===== config.mk =====
export PLATFORM = sky130hd
export DESIGN_NAME = dbg_scan_ctrl
export DESIGN_NICKNAME = d
export VERILOG_FILES = /design/src/rtl/dbg_scan_pkg.sv /design/src/rtl/dbg_dwell_timer.sv /design/src/rtl/dbg_scan_ctrl.sv
export SDC_FILE = /design/constraint.sdc
export NUM_CORES = 1
export LEC_CHECK = 0
export CAP_MARGIN = 20
export CORE_ASPECT_RATIO = 0.6
export CORE_UTILIZATION = 33
export DETAILED_ROUTE_END_ITERATION = 10
export GPL_TIMING_DRIVEN = 0
export PLACE_DENSITY = 0.63
export SLEW_MARGIN = 0
export SYNTH_ARGS = -nofsm -noshare
export SYNTH_HDL_FRONTEND = slang
export SYNTH_SLANG_ARGS = --single-unit
export TNS_END_PERCENT = 50

===== constraint.sdc =====
create_clock -name clk_i -period 6.3 [get_ports clk_i]
set_clock_uncertainty 0.1 [all_clocks]
set_input_delay 1.26 -clock clk_i [delete_from_list [all_inputs] [get_ports clk_i]]
set_output_delay 1.26 -clock clk_i [all_outputs]
set_load 0.03 [all_outputs]

===== src/rtl/dbg_scan_pkg.sv =====
// Shared types and constants for the debug scan controller.
package dbg_scan_pkg;

  typedef enum logic [1:0] {
    ST_IDLE = 2'd0,
    ST_REQ  = 2'd1,
    ST_SHOW = 2'd2
  } state_e;

  localparam int          ACK_TIMEOUT = 256;
  localparam logic [31:0] ERR_PATTERN = 32'hDEAD_BEEF;
  localparam int          REG_COUNT   = 32;

  // Register index sits in [4:0]; memory words are MEM_BASE + 4*index with 16-bit wrap.
  function automatic logic [15:0] scan_addr(input logic is_mem, input logic [7:0] idx,
                                            input logic [15:0] base);
    scan_addr = is_mem ? (base + {6'd0, idx, 2'b00}) : {11'd0, idx[4:0]};
  endfunction

endpackage


===== src/rtl/dbg_dwell_timer.sv =====
// Dwell counter: clear has priority, counts while enabled, expire pulses on the last count.
module dbg_dwell_timer #(
  parameter int DWELL_CYCLES = 50_000_000
) (
  input  logic clk_i,
  input  logic rst_i,
  input  logic clr_i,
  input  logic en_i,
  output logic expire_o
);

  localparam int            CW   = (DWELL_CYCLES > 1) ? $clog2(DWELL_CYCLES) : 1;
  localparam logic [CW-1:0] LAST = CW'(DWELL_CYCLES - 1);

  logic [CW-1:0] cnt_q, cnt_d;

  assign expire_o = en_i && !clr_i && (cnt_q == LAST);

  always_comb begin
    cnt_d = cnt_q;
    if (clr_i)     cnt_d = '0;
    else if (en_i) cnt_d = (cnt_q == LAST) ? '0 : cnt_q + 1'b1;
  end

  always_ff @(posedge clk_i or negedge rst_i) begin
    if (!rst_i) cnt_q <= '0;
    else        cnt_q <= cnt_d;
  end

endmodule


===== src/rtl/dbg_scan_ctrl.sv =====
// Debug scan controller: walks register file or data memory through the core debug port.
// Optional macro DBG_SCAN_REFRESH_EN re-reads the current entry while paused.
module dbg_scan_ctrl
  import dbg_scan_pkg::*;
#(
  parameter int          DWELL_CYCLES = 50_000_000,
  parameter int          MEM_WORDS    = 16,
  parameter logic [15:0] MEM_BASE     = 16'h0000
) (
  input  logic        clk_i,
  input  logic        rst_i,
  input  logic        mode_i,
  input  logic        run_i,
  input  logic        step_i,
  output logic        rd_req_o,
  output logic        rd_is_mem_o,
  output logic [15:0] rd_addr_o,
  input  logic        rd_ack_i,
  input  logic [31:0] rd_data_i,
  output logic [15:0] disp_addr_o,
  output logic [31:0] disp_data_o,
  output logic        disp_valid_o,
  output logic        err_o
);

  localparam logic [7:0] MEM_LAST = 8'(MEM_WORDS - 1);
  localparam logic [7:0] REG_LAST = 8'(REG_COUNT - 1);
  localparam logic [7:0] TO_LAST  = 8'(ACK_TIMEOUT - 1);

  state_e      state_q, state_d;
  logic [7:0]  idx_q, idx_d;
  logic [7:0]  to_cnt_q, to_cnt_d;
  logic        req_mem_q, req_mem_d;
  logic        pend_q, pend_d;
  logic        mode_q, step_q;
  logic [15:0] disp_addr_q, disp_addr_d;
  logic [31:0] disp_data_q, disp_data_d;
  logic        disp_valid_q, disp_valid_d;
  logic        err_q, err_d;

  logic       in_show, mode_chg, step_rise, timeout, dwell_clr, dwell_en, dwell_exp;
  logic [7:0] next_idx;

  assign in_show   = (state_q == ST_SHOW);
  assign mode_chg  = mode_i ^ mode_q;
  assign step_rise = step_i & ~step_q;
  assign timeout   = (state_q == ST_REQ) && !rd_ack_i && (to_cnt_q == TO_LAST);
  assign next_idx  = (idx_q == (mode_i ? MEM_LAST : REG_LAST)) ? 8'd0 : idx_q + 8'd1;

`ifdef DBG_SCAN_REFRESH_EN
  // Timer keeps running while paused so the shown entry is periodically re-read.
  logic run_q;
  assign dwell_en  = in_show;
  assign dwell_clr = !in_show || (run_i ^ run_q);
  always_ff @(posedge clk_i or negedge rst_i) begin
    if (!rst_i) run_q <= 1'b0;
    else        run_q <= run_i;
  end
`else
  assign dwell_en  = in_show && run_i;
  assign dwell_clr = !in_show || !run_i;
`endif

  dbg_dwell_timer #(.DWELL_CYCLES(DWELL_CYCLES)) u_dwell (
    .clk_i    (clk_i),
    .rst_i    (rst_i),
    .clr_i    (dwell_clr),
    .en_i     (dwell_en),
    .expire_o (dwell_exp)
  );

  assign rd_req_o     = (state_q == ST_REQ);
  assign rd_is_mem_o  = req_mem_q;
  assign rd_addr_o    = scan_addr(req_mem_q, idx_q, MEM_BASE);
  assign disp_addr_o  = disp_addr_q;
  assign disp_data_o  = disp_data_q;
  assign disp_valid_o = disp_valid_q;
  assign err_o        = err_q;

  always_comb begin
    state_d      = state_q;
    idx_d        = idx_q;
    to_cnt_d     = '0;
    req_mem_d    = req_mem_q;
    pend_d       = 1'b0;
    disp_addr_d  = disp_addr_q;
    disp_data_d  = disp_data_q;
    disp_valid_d = disp_valid_q;
    err_d        = err_q;
    case (state_q)
      ST_IDLE: begin
        state_d   = ST_REQ;
        req_mem_d = mode_i;
        if (mode_chg) idx_d = '0;
      end
      ST_REQ: begin
        to_cnt_d = to_cnt_q + 8'd1;
        pend_d   = pend_q | mode_chg;
        if (rd_ack_i || timeout) begin
          to_cnt_d = '0;
          pend_d   = 1'b0;
          // A mode switch during the handshake makes this result stale: drop it and restart.
          if (pend_q || mode_chg) begin
            idx_d   = '0;
            state_d = ST_IDLE;
          end else begin
            state_d      = ST_SHOW;
            disp_addr_d  = rd_addr_o;
            disp_data_d  = rd_ack_i ? rd_data_i : ERR_PATTERN;
            disp_valid_d = 1'b1;
            err_d        = !rd_ack_i;
          end
        end
      end
      ST_SHOW: begin
        if (mode_chg) begin
          idx_d     = '0;
          state_d   = ST_REQ;
          req_mem_d = mode_i;
        end else if (step_rise || (run_i && dwell_exp)) begin
          idx_d     = next_idx;
          state_d   = ST_REQ;
          req_mem_d = mode_i;
        end
`ifdef DBG_SCAN_REFRESH_EN
        else if (dwell_exp) begin
          state_d   = ST_REQ;
          req_mem_d = mode_i;
        end
`endif
      end
      default: state_d = ST_IDLE;
    endcase
  end

  always_ff @(posedge clk_i or negedge rst_i) begin
    if (!rst_i) begin
      state_q      <= ST_IDLE;
      idx_q        <= '0;
      to_cnt_q     <= '0;
      req_mem_q    <= 1'b0;
      pend_q       <= 1'b0;
      mode_q       <= 1'b0;
      step_q       <= 1'b0;
      disp_addr_q  <= '0;
      disp_data_q  <= '0;
      disp_valid_q <= 1'b0;
      err_q        <= 1'b0;
    end else begin
      state_q      <= state_d;
      idx_q        <= idx_d;
      to_cnt_q     <= to_cnt_d;
      req_mem_q    <= req_mem_d;
      pend_q       <= pend_d;
      mode_q       <= mode_i;
      step_q       <= step_i;
      disp_addr_q  <= disp_addr_d;
      disp_data_q  <= disp_data_d;
      disp_valid_q <= disp_valid_d;
      err_q        <= err_d;
    end
  end

endmodule


==> results.md <==
Detailed routing:
- The count of nets left with antenna violations after detail routing is 0.
- In this run, the number of DRC markers left after iteration 0 of detailed routing was 200.
- Dividing the detail-routed wire length by the instance count gives 14.55 um.
- The routed layout has 3159 vias.
- After detailed routing, the number of remaining DRC violations is 0.
- Using the TritonRoute via totals, the vias-per-cell ratio works out to 4.779.
- The total wire length after detailed routing is 9.616 mm.
- The number of iterations in the first detailed-routing pass is 4.

Hold path:
- In this run the most critical hold path is launched from disp_valid_o$_DFFE_PN0P_.
- The path with the worst hold slack has its endpoint at disp_valid_o$_DFFE_PN0P_.
- Counting instances, the worst hold path has a depth of 1.
- The tightest min-delay check is of the reg -> reg type.

Clock network:
- At the later pin of the worst-skew pair, clock insertion delay measures 0.33 ns.
- The post-CTS setup buffer count is 0.
- Post-CTS repair changed the size of 0 cells.
- The CTS H-tree depth is 3.
- No sink is reached through more buffers than the 2 on the longest clock path.
- The number of buffers added to fix hold violations after cts is 0.
- The buffer type at the clock tree root is sky130_fd_sc_hd__clkbuf_16.
- The number of sinks on the clock net is 92.
- TritonCTS built the clock tree.
- The number of buffers created by CTS is 9.
- After clock tree synthesis, the clock-pin slew on the worst setup and hold paths is 0.06 ns.

Yosys:
- Of the post-synthesis cell area, the dominant cell type holds 0.5521.
- The flip-flop and latch count after synthesis is 92.
- The proportion of synthesized flip-flops having asynchronous set or reset is 1.000.
- The post-synthesis cell count is 375.
- Counting flops with a built-in enable in the synthesized netlist gives 0.
- The Yosys step of the flow raised 0 warnings.
- The leading area contributor after synthesis is sky130_fd_sc_hd__dfrtp_1.
- The mean post-synth cell area is 11.12 um^2.
- For this run, the leading register cell type out of synthesis is sky130_fd_sc_hd__dfrtp_1.
- The share of synthesized area occupied by flip-flops and latches is 0.5521.
- The area of the mapped netlist is 4170 um^2.
- Yosys attributes the largest share of cell area to sky130_fd_sc_hd__dfrtp_1, sky130_fd_sc_hd__o22a_1, sky130_fd_sc_hd__xor2_1.
- The number of different library cells used by synthesis comes to 46.

Layout:
- The fraction of final layout cells with drive strength greater than 1 is 0.1089.
- The count of filler cells inserted in the layout is 1162.
- The multi-input combinational cells in the finished layout cover a total of 1722 um^2.
- The number of nets in the final layout is 532.
- 0 antenna diodes ended up in the layout.
- Summing all non-filler instances in the final layout gives an area of 5650 um^2.
- The storage element area is 2302 um^2.
- In the layout the commonest cells are sky130_fd_sc_hd__dfrtp_1, sky130_fd_sc_hd__clkdlybuf4s50_1, sky130_fd_sc_hd__nor2_1.
- Leaving out filler cells and counting taps, the final layout contains 661.
- The area added between synthesis and finish is 35.49%.

GRT:
- The layer carrying the most global-route usage is met1.
- Global routing finished with a remaining overflow of 0.
- In the global route stage, met1 resource usage came out at 0.2393.
- The met3 routing resource usage after global routing is 0.04337.
- Entering global routing, the biggest net connects 51 pins.
- The overall track demand over capacity in global routing is 0.1534.
- The global-route wire length before repair is 15.57 mm.
- For this run, global-route usage on met2 was measured as 0.2020.
- The number of antenna violations at the first check in global routing is 0.
- The number of global-route vias before repair is 2926.

Place:
- The instance area at placement is 5374 um^2.
- The number of buffers inserted by port buffering is 93.
- Counting tap cells, the placed design contains a total of 645 instances.
- The last weighted congestion value of the routability-driven placer is 0.8332.
- The detailed placement HPWL is 7.177 mm.

Pwr:
- The power consumption is 2.057 mW.
- Power spread over the standard cell area amounts to 364.1 nW/um^2.
- IR analysis of the VDD net gives a maximum drop of 0.0001637 V.
- The total leakage power is 2.407 nW.

Floorplanning:
- The number of top-level pins is 106.
- The die outline width is 147.1 um.
- The total area inside the core boundary comes to 12180 um^2.
- The row count is 31.
- The die is 89.08 um tall.
- The die outline area is 13110 um^2.
- The initial utilization of the core area, before any placement, comes to 0.3424.

Timing:
- The setup-violating endpoint count in the final report is 0.
- The aggregate negative setup slack is 0 ns.
- The maximum frequency from static timing analysis is 289.0 MHz.
- The hold violation total from the final report is 0.
- At the pin with the least slew margin, the transition time is 0.8789 ns.
- The final count of pins violating max slew is 0.
- The headroom to the max-slew limit is 0.4101.
- The period utilization is 0.5492.
- The time the final worst path needs with I/O delays and setup is 3.460 ns.
- Setup repair after global routing left no endpoint under its margin.

Setup path:
- The data arrival at the endpoint of the critical path is 2.10 ns.
- The worst setup path is captured at a primary output.
- For flop-to-flop paths, the worst setup slack is 3.96 ns.
- The classification of the worst setup path is reg -> out.
- The endpoint of the worst-slack reg-to-reg timing path is u_dwell.cnt_q[21]$_DFF_PN0_.
- The kind of start point of the critical path is a register.
- The worst endpoint required time is 4.94 ns.
- The largest fanout on the critical path is 10.
- The beginning of the worst register-to-register path is u_dwell.cnt_q[0]$_DFF_PN0_.
- The logic depth of the worst register-to-register path is 7.

Run status:
- The flow ran to the end, and the final reports show no timing, DRC or antenna violations.

Flow run:
- The number of max-cap violations is 0.
-- state kept, by name, summed over array words and instances, names as in the netlist --
signal and cells:
disp_data_o 32, rd_is_mem_o 1, err_o 1, step_q 1, pend_q 1, disp_valid_o 1
disp_addr_o 10, u_dwell.cnt_q 26, state_q 2, to_cnt_q 8, idx_q 8, mode_q 1
-- through the flow --
stage | util | hold WS [ns] | setup WS (ns)
6_report | 0.4639 | 0.3699 | 2.840
5_1_grt | 0.4639 | 0.3961 | 2.739
4_1_cts | 0.4639 | 0.3705 | 2.883
3_5_place_dp | 0.4412 | 0.3550 | 2.576
3_3_place_gp | 0.4392 | 0.3504 | 0.4557
2_1_floorplan | - | 0.3549 | 3.473
-- critical path, cell delays in order (launching register included) --
cell and delay, ns:
sky130_fd_sc_hd__dfrtp_1 0.44, sky130_fd_sc_hd__clkbuf_1 0.22, sky130_fd_sc_hd__o21ai_0 0.34, sky130_fd_sc_hd__clkdlybuf4s50_1 0.76
-- cell families after synthesis --
family / count (synthesis) / synth area share
buf+inv: 35 / 0.04500
xor+xnor: 31 / 0.06511
flops: 92 / 0.5521
fa+ha+maj: 3 / 0.009002
compound gates: 64 / 0.1197
simple gates: 136 / 0.1731
mux: 13 / 0.03510
other cells: 1 / 0.0008992
-- cell usage after synthesis (2+ instances only) --
| cell | n |
|---|---|
| sky130_fd_sc_hd__dfrtp_1 | 92 |
| sky130_fd_sc_hd__nor2_1 | 46 |
| sky130_fd_sc_hd__o22a_1 | 24 |
| sky130_fd_sc_hd__xor2_1 | 20 |
| sky130_fd_sc_hd__nand3_1 | 19 |
| sky130_fd_sc_hd__nand2_1 | 18 |
| sky130_fd_sc_hd__buf_4 | 13 |
| sky130_fd_sc_hd__mux2_2 | 13 |
| sky130_fd_sc_hd__and3_1 | 12 |
| sky130_fd_sc_hd__xnor2_1 | 11 |
| sky130_fd_sc_hd__a22o_1 | 9 |
| sky130_fd_sc_hd__inv_1 | 9 |
| sky130_fd_sc_hd__and2_1 | 8 |
| sky130_fd_sc_hd__o21ai_0 | 8 |
| sky130_fd_sc_hd__nand4_1 | 7 |
| sky130_fd_sc_hd__buf_2 | 6 |
| sky130_fd_sc_hd__clkbuf_1 | 6 |
| sky130_fd_sc_hd__and4_1 | 5 |
| sky130_fd_sc_hd__nor3_1 | 5 |
| sky130_fd_sc_hd__a21oi_1 | 4 |
| sky130_fd_sc_hd__nor2b_1 | 4 |
| sky130_fd_sc_hd__a221oi_1 | 3 |
| sky130_fd_sc_hd__ha_1 | 3 |
| sky130_fd_sc_hd__o21a_1 | 3 |
| sky130_fd_sc_hd__a21o_1 | 2 |
| sky130_fd_sc_hd__a221o_1 | 2 |
| sky130_fd_sc_hd__nand3_2 | 2 |
| sky130_fd_sc_hd__nor4_1 | 2 |
| sky130_fd_sc_hd__o2bb2ai_1 | 2 |
-- layout make-up --
cell class              count  area share
plain buffers              26     0.02724
clock buffers               9     0.03986
clock inverters             7    0.009079
inverters                   9    0.005979
multi-input cells         259      0.3047
flip-flops and latches     92      0.4074
well taps                 165     0.03654
repair buffers             94      0.1692
-- per-layer routing --
| layer | share of wire | wire (um) |
|---|---|---|
| met5 | 0 | 0 |
| met1 | 0.53 | 5099 |
| met3 | 0.062 | 599 |
| met4 | 0.0066 | 63 |
| met2 | 0.40 | 3853 |
-- how the worst max path moves through the flow --
| stage | from | to | slack, ns | depth (start not counted) |
|---|---|---|---|---|
| 3_3_place_gp | rst_i | disp_data_o[16]$_DFFE_PN0P_ | 0.46 | 1 |
| 5_1_grt | rd_is_mem_o$_DFFE_PN0P_ | rd_addr_o[4] | 2.74 | 4 |
| 6_report | rd_is_mem_o$_DFFE_PN0P_ | rd_addr_o[4] | 2.84 | 3 |
| 2_1_floorplan | mode_i | disp_addr_o[4]$_DFFE_PN0P_ | 3.47 | 7 |
| 4_1_cts | rd_is_mem_o$_DFFE_PN0P_ | rd_addr_o[4] | 2.88 | 3 |
| 3_5_place_dp | mode_i | disp_addr_o[4]$_DFFE_PN0P_ | 2.58 | 8 |
-- power breakdown --
group | total (mW) | switching, mW | internal (mW)
Combinational | 0.775 | 0.439 | 0.337
Clock | 0.494 | 0.226 | 0.268
Sequential | 0.788 | 0.0742 | 0.714
(Power assumes the default switching activity.)
==> edit 1: new RTL, same flow settings <==
Put one more register stage on the output `err_o`, without a reset. The value now appears one clock later. The other outputs are not delayed to match.
--- a/src/rtl/dbg_scan_ctrl.sv
+++ b/src/rtl/dbg_scan_ctrl.sv
@@ -75,7 +75,9 @@
   assign disp_addr_o  = disp_addr_q;
   assign disp_data_o  = disp_data_q;
   assign disp_valid_o = disp_valid_q;
-  assign err_o        = err_q;
+  always_ff @(posedge clk_i) begin
+    err_o <= err_q;
+  end
 
   always_comb begin
     state_d      = state_q;
Behaviour: no difference found for any inputs over 4 cycles, from zero or initial values and one cycle with rst_i low; that may be too few to reach the edited logic, so the function may still have changed.
==> edit 1 against the original RTL <==
- sequential cell count rose by 1
- total power rose by 6.4%
- first-iteration DRC count rose by 28%
- worst setup slack improved by 0.041 ns
- final area rose by 1.6%
- wire length fell by 0.61%
- non-clock buffer count did not move
- cell count rose by 0.15%
- register-to-register slack improved by 0.02 ns
- critical endpoint is now disp_addr_o[8]$_DFFE_PN0P_
- combinational power fell by 0.9%
- synthesized area rose by 0.48%
==> edit 1: results (changes against the original RTL) <==
stage	metric	value	unit	change
clock_network	CTS HTree Levels	3		unchanged
synthesis	Synth area leaders	dfrtp_1 (55%), o22a_1 (5.0%), xor2_1 (4.2%)		unchanged
power	Leak	0.00245	uW	was 0.00241 uW
place	DP Area	0.00539	sq mm	was 0.00537 sq mm
sta	slew of the pin with the lowest slew margin	0.846	ns	was 0.879 ns
global_routing	GRT Total Usage	15.3	%	about the same
final_layout	fillers	1111		was 1162
critical_path	CP max stage delay	0.52	ns	was 0.76 ns
place	Cells after DPL	646		was 645
synthesis	Synth top cells by count	dfrtp_1 (92), nor2_1 (46), o22a_1 (24)		unchanged
place	dpl ws	2.47	ns	was 2.58 ns
synthesis	asr flop ratio synth	98.9	%	was 100%
drt	DR iter-0 viols	255		was 200
synthesis	Netlist cell types	47		was 46
run_status	outcome	finished clean		unchanged
critical_path	Top delay family on crit path	buffers and inverters		unchanged
final_layout	diode count	0		unchanged
synthesis	sequential share of the synthesized area	55.4	%	was 55.2%
clock_network	root buf cell	clkbuf_16		unchanged
place	port bufs	93		unchanged
final_layout	share of layout cells above drive strength 1	10.9	%	about the same
critical_path	worst reg2reg path depth	7		unchanged
power	worst ir drop on vdd	151	uV	was 164 uV
critical_path	Worst EP arrival	3.54	ns	was 2.10 ns
global_routing	first-pass GRT wire length	15400	microns	was 15600 microns
final_layout	nets	533		was 532
place	gpl congestion	0.848		was 0.833
global_routing	vias in the first global route	2932		was 2926
power	sw frac	33.7	%	was 35.9%
drt	routed via count	3165		was 3159
global_routing	largest net degree at the start of global routing	58		was 51
critical_path	slowest stage cell, crit path	clkdlybuf4s50_1		unchanged
synthesis	Synth Flop Type	dfrtp_1		unchanged
final_layout	non-filler cells, final	662		was 661
place	dpl hpwl	7070	microns	was 7180 microns
synthesis	Mapped Avg Cell Area	11.1	sq um	about the same
min_path	Worst Hold Depth	0		was 1
clock_network	Setup Buffers After CTS	0		unchanged
drt	drt total wl	9560	microns	was 9620 microns
-- edit 1: changes by cell type after synthesis, sizes merged --
| cell | before | now |
|---|---|---|
| dfxtp | 0 | 1 |
-- edit 1: logic make-up after synthesis --
family,Yosys count,synth area share [%]
AO/OA/AOI/OAI,64,11.9
XOR/XNOR,31,6.48
adder cells (fa/ha/maj),3,0.896
buffers and inverters,35,4.48
flip-flops,93,55.4
multiplexers,13,3.49
other,1,0.0895
AND/OR/NAND/NOR,136,17.2
-- edit 1: final timing paths --
path                       slack [ns]                        from                     endpoint
setup / recovery                 2.88                      mode_i   disp_addr_o[8]$_DFFE_PN0P_
hold / removal                   0.27           err_q$_DFFE_PN0P_                err_o$_DFF_P_
setup reg to reg                 3.98  u_dwell.cnt_q[0]$_DFF_PN0_  u_dwell.cnt_q[15]$_DFF_PN0_
hold reg to reg                  0.27           err_q$_DFFE_PN0P_                err_o$_DFF_P_
max in group asynchronous        4.65                       rst_i   disp_data_o[8]$_DFFE_PN0P_
min in group asynchronous        0.78                       rst_i  u_dwell.cnt_q[19]$_DFF_PN0_
-- edit 1: routing by layer --
layer | share of wire (%) | GRT usage, %
met2 | 42 | 21.0
met5 | 0 | 0
met1 | 52 | 23.1
met4 | 1.2 | 5.15
met3 | 4.9 | 3.72
-- edit 1: final cells by class --
cell class	count	share of cell area, %
Clock inverter	7	2.11
Sequential cell	93	40.5
Clock buffer	9	3.92
Inverter	9	0.588
Buffer	26	2.68
Timing Repair Buffer	94	16.7
Tap cell	165	3.60
Multi-Input combinational cell	259	30.0
-- edit 1: power by group through the flow --
stage / clock network [uW] / registers [uW] / logic, uW
global route: 660 / 817 / 819
CTS: 638 / 798 / 777
floorplan: 0 / 1020 / 221
finish: 624 / 798 / 768
global placement: 0 / 803 / 769
detailed placement: 0 / 809 / 774
==> edit 2: new RTL, config.mk and constraints unchanged <==
Made on the original files. `DWELL_CYCLES` is set to 50_000_000 in 2 places; all go to 100_000_000.
--- a/src/rtl/dbg_dwell_timer.sv
+++ b/src/rtl/dbg_dwell_timer.sv
@@ -1,6 +1,6 @@
 // Dwell counter: clear has priority, counts while enabled, expire pulses on the last count.
 module dbg_dwell_timer #(
-  parameter int DWELL_CYCLES = 50_000_000
+  parameter int DWELL_CYCLES = 100_000_000
 ) (
   input  logic clk_i,
   input  logic rst_i,
--- a/src/rtl/dbg_scan_ctrl.sv
+++ b/src/rtl/dbg_scan_ctrl.sv
@@ -3,7 +3,7 @@
 module dbg_scan_ctrl
   import dbg_scan_pkg::*;
 #(
-  parameter int          DWELL_CYCLES = 50_000_000,
+  parameter int          DWELL_CYCLES = 100_000_000,
   parameter int          MEM_WORDS    = 16,
   parameter logic [15:0] MEM_BASE     = 16'h0000
 ) (
Formal check against the unedited RTL: same outputs for any inputs over 4 cycles, from zero or initial values and one cycle with rst_i low; that may be too few to reach the edited logic, so the function may still have changed.
==> edit 2 against the original RTL <==
- critical path depth unchanged
- total power rose by 1.3%
- synthesized area is 1.4% higher
- worst setup slack better by 0.040 ns
- final area increased by 1.4%
- count of clock-buffer cells in the layout rose by 1
- non-clock buffer count fell by 1
- sequential cell count grew 1
- combinational power decreased by 0.8%
- largest cell class unchanged
- wire length fell by 3.5%
==> edit 2: results (changes against the original RTL) <==
stage	metric	value	unit	change
synthesis	sequential share of the synthesized area	55.0	%	was 55.2%
critical_path	FF-to-FF End	idx_q[1]$_DFFE_PN0P_		was u_dwell.cnt_q[21]$_DFF_PN0_
drt	DR iter-0 viols	131		was 200
sta	WHS	0.378	ns	was 0.370 ns
sta	slew margin rel.	48.1	%	was 41.0%
synthesis	Netlist cell types	49		was 46
critical_path	r2r setup slk	4.27	ns	was 3.96 ns
synthesis	post-synthesis mux area share	4.41	%	was 3.51%
final_layout	non-filler cells, final	647		was 661
power	sw frac	35.6	%	was 35.9%
synthesis	Synth top cells by count	dfrtp_1 (93), nor2_1 (43), o22a_1 (24)		was dfrtp_1 (92), nor2_1 (46), o22a_1 (24)
drt	drt total wl	9280	microns	was 9620 microns
clock_network	Setup Buffers After CTS	0		unchanged
synthesis	compound-gate portion of the synthesized area	11.2	%	was 12.0%
place	gpl congestion	0.767		was 0.833
run_status	outcome	finished clean		unchanged
critical_path	CP max stage delay	0.61	ns	was 0.76 ns
power	Flop+latch power	795	uW	was 788 uW
final_layout	share of layout cells above drive strength 1	13.3	%	was 10.9%
global_routing	largest net degree at the start of global routing	72		was 51
power	total power	2080	uW	was 2060 uW
global_routing	GRT Total Usage	15.1	%	was 15.3%
synthesis	Post-Synth Adder-Cell Area	0.887	%	was 0.900%
synthesis	Synth Area in XOR/XNOR	7.01	%	was 6.51%
global_routing	first-pass GRT wire length	15700	microns	was 15600 microns
synthesis	Synth Instances	361		was 375
clock_network	CTS Buf Count	9		unchanged
synthesis	Synth area leaders	dfrtp_1 (55%), o22a_1 (5.0%), xor2_1 (4.8%)		was dfrtp_1 (55%), o22a_1 (5.0%), xor2_1 (4.2%)
power	clock share of power	25.0	%	was 24.0%
power	worst ir drop on vdd	253	uV	was 164 uV
drt	vias per cell	4.78		about the same
critical_path	worst reg2reg path depth	6		was 7
edit 2: changes by cell type in the layout (fill, tap and decap cells not counted), sizes merged, moves of 3 or more:
| cell | unedited run | this run |
|---|---|---|
| a221oi | 3 | 0 |
| a31oi | 1 | 8 |
| nand2 | 18 | 11 |
| nand2b | 1 | 6 |
| nand3 | 21 | 18 |
| nand4 | 8 | 11 |
| o21ai | 9 | 4 |
| xor2 | 20 | 23 |
edit 2: routing by layer:
layer  wire, microns  global-route usage, %  vias up  part of all wire [%]
li1                -                      -     1492                     -
met1            4750                   22.0     1515                    51
met2            3940                   21.7       73                    42
met3             478                   4.01       12                   5.1
met4             114                   4.64        0                   1.2
met5               0                      0        -                     0
edit 2: how the worst max path moves through the flow:
stage	start	slack (ns)	cells past startpoint	end
global placement	rst_i	0.39	1	disp_data_o[7]$_DFFE_PN0P_
CTS	rd_is_mem_o$_DFFE_PN0P_	2.84	3	rd_addr_o[4]
detailed placement	mode_i	2.81	8	disp_addr_o[6]$_DFFE_PN0P_
finish	rd_is_mem_o$_DFFE_PN0P_	2.88	3	rd_addr_o[4]
floorplan	mode_i	3.62	7	disp_addr_o[4]$_DFFE_PN0P_
global route	rd_is_mem_o$_DFFE_PN0P_	2.74	3	rd_addr_o[4]
edit 2: layout make-up:
type | instances | area (sq um)
plain buffers | 25 | 174
flip-flops and latches | 93 | 2330
well taps | 165 | 206
clock buffers | 10 | 239
fillers | 1113 | 6530
clock inverters | 6 | 53.8
inverters | 7 | 26.3
repair buffers | 94 | 956
multi-input cells | 247 | 1740
edit 2: metrics by stage:
step / setup slack (ns) / utilization, %
floorplan: 3.62 / -
global placement: 0.390 / 44.1
CTS: 2.84 / 46.7
detailed placement: 2.81 / 44.3
finish: 2.88 / 46.7
global route: 2.74 / 46.7
